$ cat config.mk
export PLATFORM = sky130hd
export DESIGN_NAME = panel_power_seq
export DESIGN_NICKNAME = d
export VERILOG_FILES = /design/src/rtl/panel_power_seq.sv
export SDC_FILE = /design/constraint.sdc
export NUM_CORES = 1
export LEC_CHECK = 0
export ABC_CLOCK_PERIOD_IN_PS = 2250
export BUFFER_PORTS_ARGS = -buffer_cell sky130_fd_sc_hd__buf_2
export CAP_MARGIN = 20
export CORE_AREA = 2 2 59 61
export CTS_CLUSTER_SIZE = 30
export DETAILED_ROUTE_END_ITERATION = 12
export DIE_AREA = 0 0 61 63
export PLACE_DENSITY = 0.79
export SETUP_SLACK_MARGIN = 0.02
export SLEW_MARGIN = 20
export SYNTH_ARGS = -nofsm -noshare
export SYNTH_HDL_FRONTEND = slang
export SYNTH_SLANG_ARGS = --single-unit
$ cat constraint.sdc
create_clock -name clk_pix -period 2.25 [get_ports clk_pix]
set_input_delay 0.1125 -clock clk_pix [delete_from_list [all_inputs] [get_ports clk_pix]]
set_output_delay 0.1125 -clock clk_pix [all_outputs]
set_load 0.05 [all_outputs]
$ cat src/rtl/panel_power_seq.sv
// Panel power sequencer: brings an LCD panel up (timing -> DISP -> backlight)
// and down (backlight -> DISP -> timing) with cycle- and frame-based delays.
module panel_power_seq #(
    parameter int T_PWR_CYC    = 500_000,
    parameter int FRAMES_ON    = 10,
    parameter int T_BL_OFF_CYC = 250_000,
    parameter int FRAMES_OFF   = 2
) (
    input  logic       clk_pix,
    input  logic       rst,
    input  logic       power_req,
    input  logic       vsync_start,
    output logic       timing_en,
    output logic       disp_en,
    output logic       blank,
    output logic       bl_en,
    output logic       ready,
    output logic [2:0] state
);

    localparam int T_PWR   = (T_PWR_CYC    < 1) ? 1 : T_PWR_CYC;
    localparam int T_BL    = (T_BL_OFF_CYC < 1) ? 1 : T_BL_OFF_CYC;
    localparam int FR_ON   = (FRAMES_ON    < 1) ? 1 : FRAMES_ON;
    localparam int FR_OFF  = (FRAMES_OFF   < 1) ? 1 : FRAMES_OFF;
    localparam int CYC_MAX = (T_PWR > T_BL) ? T_PWR : T_BL;
    localparam int FRM_MAX = (FR_ON > FR_OFF) ? FR_ON : FR_OFF;
    localparam int CYC_W   = $clog2(CYC_MAX + 1);
    localparam int FRM_W   = $clog2(FRM_MAX + 1);

    localparam logic [CYC_W-1:0] PWR_LAST    = CYC_W'(T_PWR - 1);
    localparam logic [CYC_W-1:0] BL_LAST     = CYC_W'(T_BL - 1);
    localparam logic [FRM_W-1:0] FR_ON_LAST  = FRM_W'(FR_ON - 1);
    localparam logic [FRM_W-1:0] FR_OFF_LAST = FRM_W'(FR_OFF - 1);

    typedef enum logic [2:0] {
        ST_OFF      = 3'd0,
        ST_SIG_ON   = 3'd1,
        ST_DISP_ON  = 3'd2,
        ST_RUN      = 3'd3,
        ST_BL_OFF   = 3'd4,
        ST_DISP_OFF = 3'd5
    } state_t;

    // Output bundle order: {timing_en, disp_en, blank, bl_en, ready}
    localparam logic [4:0] OUT_OFF = 5'b00100;

    state_t           state_q, state_d;
    logic [CYC_W-1:0] cyc_q, cyc_d;
    logic [FRM_W-1:0] frm_q, frm_d;
    logic [4:0]       out_q, out_d;

    always_ff @(posedge clk_pix or posedge rst) begin
        if (rst) begin
            state_q <= ST_OFF;
            cyc_q   <= '0;
            frm_q   <= '0;
            out_q   <= OUT_OFF;
        end else begin
            state_q <= state_d;
            cyc_q   <= cyc_d;
            frm_q   <= frm_d;
            out_q   <= out_d;
        end
    end

    always_comb begin
        state_d = state_q;
        cyc_d   = cyc_q;
        frm_d   = frm_q;
        case (state_q)
            ST_OFF: begin
                if (power_req) state_d = ST_SIG_ON;
            end
            ST_SIG_ON: begin
                cyc_d = cyc_q + 1'b1;
                if (!power_req)             state_d = ST_OFF;
                else if (cyc_q == PWR_LAST) state_d = ST_DISP_ON;
            end
            ST_DISP_ON: begin
                if (vsync_start) frm_d = frm_q + 1'b1;
                if (!power_req)                              state_d = ST_DISP_OFF;
                else if (vsync_start && frm_q == FR_ON_LAST) state_d = ST_RUN;
            end
            ST_RUN: begin
                if (!power_req) state_d = ST_BL_OFF;
            end
            ST_BL_OFF: begin
                cyc_d = cyc_q + 1'b1;
                if (cyc_q == BL_LAST) state_d = ST_DISP_OFF;
            end
            ST_DISP_OFF: begin
                if (vsync_start) frm_d = frm_q + 1'b1;
                if (vsync_start && frm_q == FR_OFF_LAST) state_d = ST_OFF;
            end
            default: state_d = ST_OFF;
        endcase
        // Counters restart from zero in every newly entered state
        if (state_d != state_q) begin
            cyc_d = '0;
            frm_d = '0;
        end
    end

    // Outputs are decoded from the next state so they register with it
    always_comb begin
        out_d = OUT_OFF;
        case (state_d)
            ST_OFF:      out_d = 5'b00100;
            ST_SIG_ON:   out_d = 5'b10100;
            ST_DISP_ON:  out_d = 5'b11100;
            ST_RUN:      out_d = 5'b11011;
            ST_BL_OFF:   out_d = 5'b11100;
            ST_DISP_OFF: out_d = 5'b10100;
            default:     out_d = OUT_OFF;
        endcase
    end

    assign {timing_en, disp_en, blank, bl_en, ready} = out_q;
    assign state = state_q;

endmodule

==> results of run 1 <==
routing by layer:
layer | up-vias | track usage [%]
li1 | 612 | -
met1 | 619 | 23.9
met2 | 30 | 30.6
met3 | 11 | 5.80
met4 | 0 | 8.42
met5 | - | 0
area by class of cell:
class / instances / area (µm²) / share of cell area (%)
clock buffers: 7 / 55.1 / 2.88
flip-flops and latches: 30 / 752 / 39.4
repair buffers: 26 / 178 / 9.30
inverters: 7 / 28.8 / 1.51
clock inverters: 1 / 30.0 / 1.57
well taps: 46 / 57.6 / 3.01
multi-input cells: 118 / 810 / 42.4
flip-flops by register name, summed over array words and instances, names as in the netlist:
name and flops:
cyc_q 19, frm_q 4, state 3, out_q 4
worst max-delay path, delay by kind of cell (launching register included):
| kind | cells | cell delay [ns] |
|---|---|---|
| DFF | 1 | 0.39 |
| buffers and inverters | 1 | 0.20 |
| and+or+nand+nor | 4 | 1.29 |
| AOI/OAI and AO/OA | 1 | 0.30 |
worst paths after layout:
kind	startpoint	end	slack, ns	cells after the start
setup / recovery	cyc_q[11]	cyc_q[17]	-0.05	6
hold / removal	power_req	state[2]	0.17	3
setup reg to reg	cyc_q[11]	cyc_q[17]	-0.05	6
max in group asynchronous	rst	out_q[2]	1.56	4
hold reg to reg	cyc_q[17]	cyc_q[17]	0.58	2
min in group asynchronous	rst	out_q[1]	0.38	4
cell usage after synthesis (2+ instances only):
library cell,instances
nor4_1,2
inv_1,7
nor2b_1,2
buf_6,2
nand3_1,11
and4_1,2
nor2_1,23
and3_1,3
o21ai_0,5
xor2_1,15
nand4_1,5
nand4b_1,2
and2b_2,3
ha_1,3
a21o_1,2
o31a_1,2
nor3_1,3
xnor2_1,7
nand2_1,9
buf_4,2
dfrtp_1,29
report_power, final:
part,switching (mW),internal [mW],leakage (nW)
combinational,0.432,0.255,0.414
clock,0.185,0.265,0.0455
sequential,0.0677,0.597,0.408
through the flow:
stage	hold slack, ns	TNS (ns)	instances	worst slack, ns	cell area (µm²)
6_report	0.168	-0.649	235	-0.0494	1910
5_1_grt	0.163	-2.78	235	-0.142	1910
4_1_cts	0.121	-0.955	231	-0.0663	1860
3_5_place_dp	0.198	-0.342	222	-0.0372	1760
3_3_place_gp	0.193	0	222	0.0406	1760
2_1_floorplan	0.203	0	161	0.0122	1610
placed cells by master (no fill, tap or decap), drive strengths merged, types with 3 or more instances in the layout:
cell,synthesis,layout
xnor2,7,7
dfrtp,29,29
xor2,15,15
buf,4,25
clkbuf,2,7
and3,4,4
o21ai,5,5
ha,3,3
nand3,11,11
nor2,24,24
and4,3,3
inv,7,7
nand2,9,9
nand4,5,5
and2b,3,3
nor3,3,3
kinds of logic (layout without fill, tap and decap cells):
family,count (synthesis),in the layout,synth area share (%)
AND/OR/NAND/NOR,79,79,27.8
adder cells (fa/ha/maj),3,3,2.33
flip-flops,30,30,46.6
buffers and inverters,13,41,4.50
XOR/XNOR,22,22,11.9
AO/OA/AOI/OAI,14,14,6.90
what timing repair did:
action / CTS / global route
hold endpoints to repair: 29 / 0
pin swaps: 0 / 2
hold buffers: 1 / 0
buffers inserted: 0 / 4
endpoints found under the setup margin: 23 / 24
gates resized for setup: 2 / 7
==> qor.txt, run 1 <==
Slew Viols, Final = 0
Horiz. Die Dim = 61 µm
synth unique cells = 43
Critical Path RT = 2.47 ns
DR pass1 iterations = 4
HP Class = input pin to register
Post-DP HPWL = 2.31 mm
Worst-path clk slew = 0.09 ns
top-area cell type share of the netlist area = 45.0%
drt via density = 5.41
Pwr Total = 1.80 mW
Final Hold Fails = 0
Crit Path Category = register to register
Total Nets Final = 195
I/O pins = 12
vias in the first global route = 1256
status = finished, violations left
Largest stage delay, worst path = 0.52 ns
setup violators final = 24
post-route ant nets = 0
area leader, netlist = dfrtp_1
Synthesized Nets = 168
Crit Path Max Fanout = 13
fill count = 299
Num CTS Buffers = 5
asr flop ratio synth = 100%
DR WL/cell = 14.1 µm
synth top area cells = dfrtp_1 (45%), xor2_1 (8.1%), nor2_1 (5.3%)
max cap viols = 0
CTS tree = done
Layout area overhead = 18.4%
Port-buffer cells = 11
met2 wire len = 1.64 mm
Initial DRC Count = 94
Syn Inst Count = 161
Worst-Margin Slew = 0.557 ns
first-pass GRT wire length = 5.55 mm
GRT overflow = 0
largest net degree at the start of global routing = 31
later-pin clock latency in the skew report = 0.33 ns
YS warnings = 0
Avg Synthesized Cell Area = 10.0 µm²
Critical Path Slowest Stage Cell = or4b_1
Vias = 1272
FF+latch count, synth = 30
Root Driver = clkbuf_4
Slew Limit Headroom = 62.5%
Crit. End Element = register
Detailed Route WL = 3.31 mm
final core occ = 59.1%
Final WS setup = -0.0494 ns
Startpoint Class = register
Fin Clk Skew = 0.00755 ns
max layer used = met4
Max IR drop VDD = 0.444 mV
Synth Cell Area = 1610 µm²
clk sinks = 30
Met1 Wirelength = 1.44 mm
initial antenna violation count = 0
Die Height = 63 µm
Max clock buf depth = 2
Die Area = 3840 µm²
layout cells sized above 1 = 24.9%
ys flop type = dfrtp_1
Power Dens Cells = 943 nW/µm²
number of synthesized flops with an enable pin = 0
achievable frequency = 435 MHz
Core ar. = 3230 µm²
register area share after synthesis = 46.6%
Tcrit/Tclk final = 102%
failing checks = negative setup slack
Starting Density = 49.9%
LEAKAGE = 0.868 nW
RSZ-0062 raised after global routing = true
H-tree depth = 2
drt drc = 0
# rows = 21
Worst Path Arrival = 2.52 ns
crit path cell chain = or4b_1 -> or4_4 -> nand4b_1 -> a311oi_4 -> buf_6 -> nor2_1
# diodes = 0
Period minus WS final = 2.30 ns
GR Util All Layers = 19.4%
met3 routed WL = 140 µm
GPL Wtd Cong = 0.881
Power figures use the tool's default switching activity.
==> inputs of run 2 (changes only) <==
--- a/config.mk
+++ b/config.mk
@@ -12,8 +12,11 @@
 export CTS_CLUSTER_SIZE = 30
 export DETAILED_ROUTE_END_ITERATION = 12
 export DIE_AREA = 0 0 61 63
+export HOLD_SLACK_MARGIN = 0.12
 export PLACE_DENSITY = 0.79
+export REMOVE_ABC_BUFFERS = 1
 export SETUP_SLACK_MARGIN = 0.02
+export SKIP_LAST_GASP = 1
 export SLEW_MARGIN = 20
 export SYNTH_ARGS = -nofsm -noshare
 export SYNTH_HDL_FRONTEND = slang
==> run 2 against run 1 <==
Against the previous run: the flow still finishes with violations (negative setup slack); largest power group unchanged; maximum frequency shrank 2.8%; via count grew 3.4%; largest cell class unchanged; clock power shrank 28%; power grew 1.7%; critical path type unchanged; sequential power grew 0.6%; die area is the same; highest routed layer unchanged; sequential cell count is the same; global-route usage grew 2.0 points; first-iteration DRC count shrank 26%; sequential share of layout area shrank 0.86 points.
==> qor.txt, run 2 (synthesis results as in run 1) <==
fill count = 277 (-7.4%)
Num CTS Buffers = 5 (unchanged)
failing checks = negative setup slack
Max IR drop VDD = 0.388 mV (-13%)
GPL Wtd Cong = 0.843 (-4.3%)
Startpoint Class = register
status = finished, violations left
Vias = 1315 (+3.4%)
# diodes = 0 (unchanged)
DR pass1 iterations = 4 (unchanged)
Period minus WS final = 2.37 ns (+0.0673 ns)
Die Height = 63 µm (unchanged)
first-pass GRT wire length = 6.15 mm (+11%)
Post-DP HPWL = 2.41 mm (+4.7%)
Critical Path RT = 2.47 ns (about the same)
GR Util All Layers = 21.3% (+2.0 points)
Net Sw Power = 765 µW (+12%)
# rows = 21 (unchanged)
LEAKAGE = 0.864 nW (-0.46%)
Regs by FF count = cyc_q x19, frm_q x4, out_q x4
later-pin clock latency in the skew report = 0.32 ns (about the same)
vias in the first global route = 1340 (+6.7%)
commonest cells after routing, fill and taps aside = dfrtp_1 (29), xor2_1 (15), nor2_2 (12)
CTS tree = done
Pwr Total = 1.83 mW (+1.7%)
commonest non-fill, non-tap cell in the layout = dfrtp_1
drt drc = 0 (unchanged)
Die Area = 3840 µm² (unchanged)
clock power share = 17.8% (-7.2 points)
clk sinks = 30 (unchanged)
Core ar. = 3230 µm² (unchanged)
gr busiest metal = met2
Starting Density = 49.9% (unchanged)
final cell count without fillers = 237 (+0.85%)
CP startpoint = cyc_q[11]
H-tree depth = 2 (unchanged)
DR WL/cell = 15.6 µm (+11%)
pre-CTS setup slack = -0.110 ns (-0.0731 ns)
met2 usage = 34.9% (+4.3 points)
GRT overflow = 0 (unchanged)
Initial DRC Count = 70 (-26%)
initial antenna violation count = 0 (unchanged)
Final WS setup = -0.117 ns (-0.0673 ns)
layout cells sized above 1 = 31.9% (+7.1 points)
switch share = 41.7% (+3.7 points)
Total Nets Final = 197 (+1.0%)
Worst Path Arrival = 2.59 ns (+0.07 ns)
Slew Limit Headroom = 66.6% (+4.1 points)
RSZ-0062 raised after global routing = true
Slew Viols, Final = 0 (unchanged)
Area after DPL = 1760 µm² (+0.43%)
post-route ant nets = 0 (unchanged)
GR Util met1 = 26.6% (+2.7 points)
Final Hold Fails = 0 (unchanged)
Hold Crit Start = vsync_start
Layout area overhead = 21.0%
reg2reg start = cyc_q[11]
placed cells = 223 (+0.45%)
Port-buffer cells = 11 (unchanged)
Crit Path Category = register to register
Crit Path Max Fanout = 6 (-7)
post-route cell area = 1950 µm² (+2.2%)
achievable frequency = 423 MHz (-2.8%)
max reg flops = 19 (unchanged)
Reg with most FFs = cyc_q
Detailed Route WL = 3.69 mm (+12%)
Root Driver = clkbuf_4
Comb power frac = 45.7% (+7.6 points)
met3 Resource Use GR = 6.00% (+0.21 points)
Horiz. Die Dim = 61 µm (unchanged)
I/O pins = 12 (unchanged)
largest net degree at the start of global routing = 31 (unchanged)
sequential share of power = 36.5% (-0.4 points)
Tcrit/Tclk final = 105% (+3.0 points)
HP Class = input pin to register
drt via density = 5.55 (+2.5%)
Worst-Margin Slew = 0.498 ns (-0.0592 ns)
max cap viols = 0 (unchanged)
setup tns final = -2.31 ns (-1.66 ns)
Int Power = 1.07 mW (-4.4%)
Power Dens Cells = 938 nW/µm² (-0.56%)
Worst-path clk slew = 0.09 ns (about the same)
Max clock buf depth = 2 (unchanged)
Crit. End Element = register
Fin Clk Skew = 0.00833 ns (+0.000783 ns)
setup violators final = 24 (unchanged)
[run 2: cell count changes in the layout (fill, tap and decap cells not counted), sizes merged]
cell / change
dlygate4sd3: +1
bufinv: -1
buf: +1
clkinv: +1
[run 2: power by group through the flow]
stage / clock [mW] / sequential (mW) / combinational (mW)
final: 0.326 / 0.668 / 0.838
after global routing: 0.360 / 0.677 / 0.892
after CTS: 0.336 / 0.666 / 0.778
after detailed placement: 0 / 0.677 / 0.614
after global placement: 0 / 0.669 / 0.583
after floorplan: 0 / 0.779 / 0.331
[run 2: path summary, 6_finish.rpt]
path                                  end  depth (start not counted)  slack [ns]
worst max-delay path            cyc_q[15]                          7       -0.12
worst min-delay path             frm_q[2]                          5        0.35
worst max register to register  cyc_q[15]                          7       -0.12
worst min register to register   cyc_q[2]                          2        0.60
max in group asynchronous        out_q[2]                          4        1.54
min in group asynchronous        out_q[3]                          4        0.40
[run 2: area by class of cell]
class | count | area, µm² | share of cell area, %
Multi-Input combinational cell | 118 | 851 | 43.6
Sequential cell | 30 | 752 | 38.5
Timing Repair Buffer | 28 | 206 | 10.6
Tap cell | 46 | 57.6 | 2.95
Clock buffer | 7 | 55.1 | 2.82
Inverter | 7 | 26.3 | 1.35
Clock inverter | 1 | 5.00 | 0.256
[run 2: per-layer routing]
metal,wire length (µm),vias to the layer above,part of all wire (%)
met5,0,-,0
met4,79,0,2.1
met3,123,10,3.3
met2,1930,33,52
met1,1560,661,42
li1,-,611,-
[run 2: what timing repair did]
item,4_1_cts,5_1_grt
cloned,2,0
pin swaps,14,1
buffers inserted,2,0
hold buffers,2,0
setup endpoints to repair,25,27
hold endpoints to repair,30,0
resized for setup,14,14
[run 2: critical path, stage by stage (launching register included)]
cell	delay [ns]
dfrtp_1	0.39
or4b_1	0.51
or4_4	0.44
nand4b_1	0.28
a311oi_4	0.28
buf_6	0.17
buf_6	0.14
nor2_1	0.05
[run 2: through the flow]
stage / utilization (%) / hold WS, ns
6_report: 60.4 / 0.345
5_1_grt: 60.4 / 0.359
4_1_cts: 59.3 / 0.320
3_5_place_dp: 54.5 / 0.208
3_3_place_gp: 54.5 / 0.194
2_1_floorplan: - / 0.203
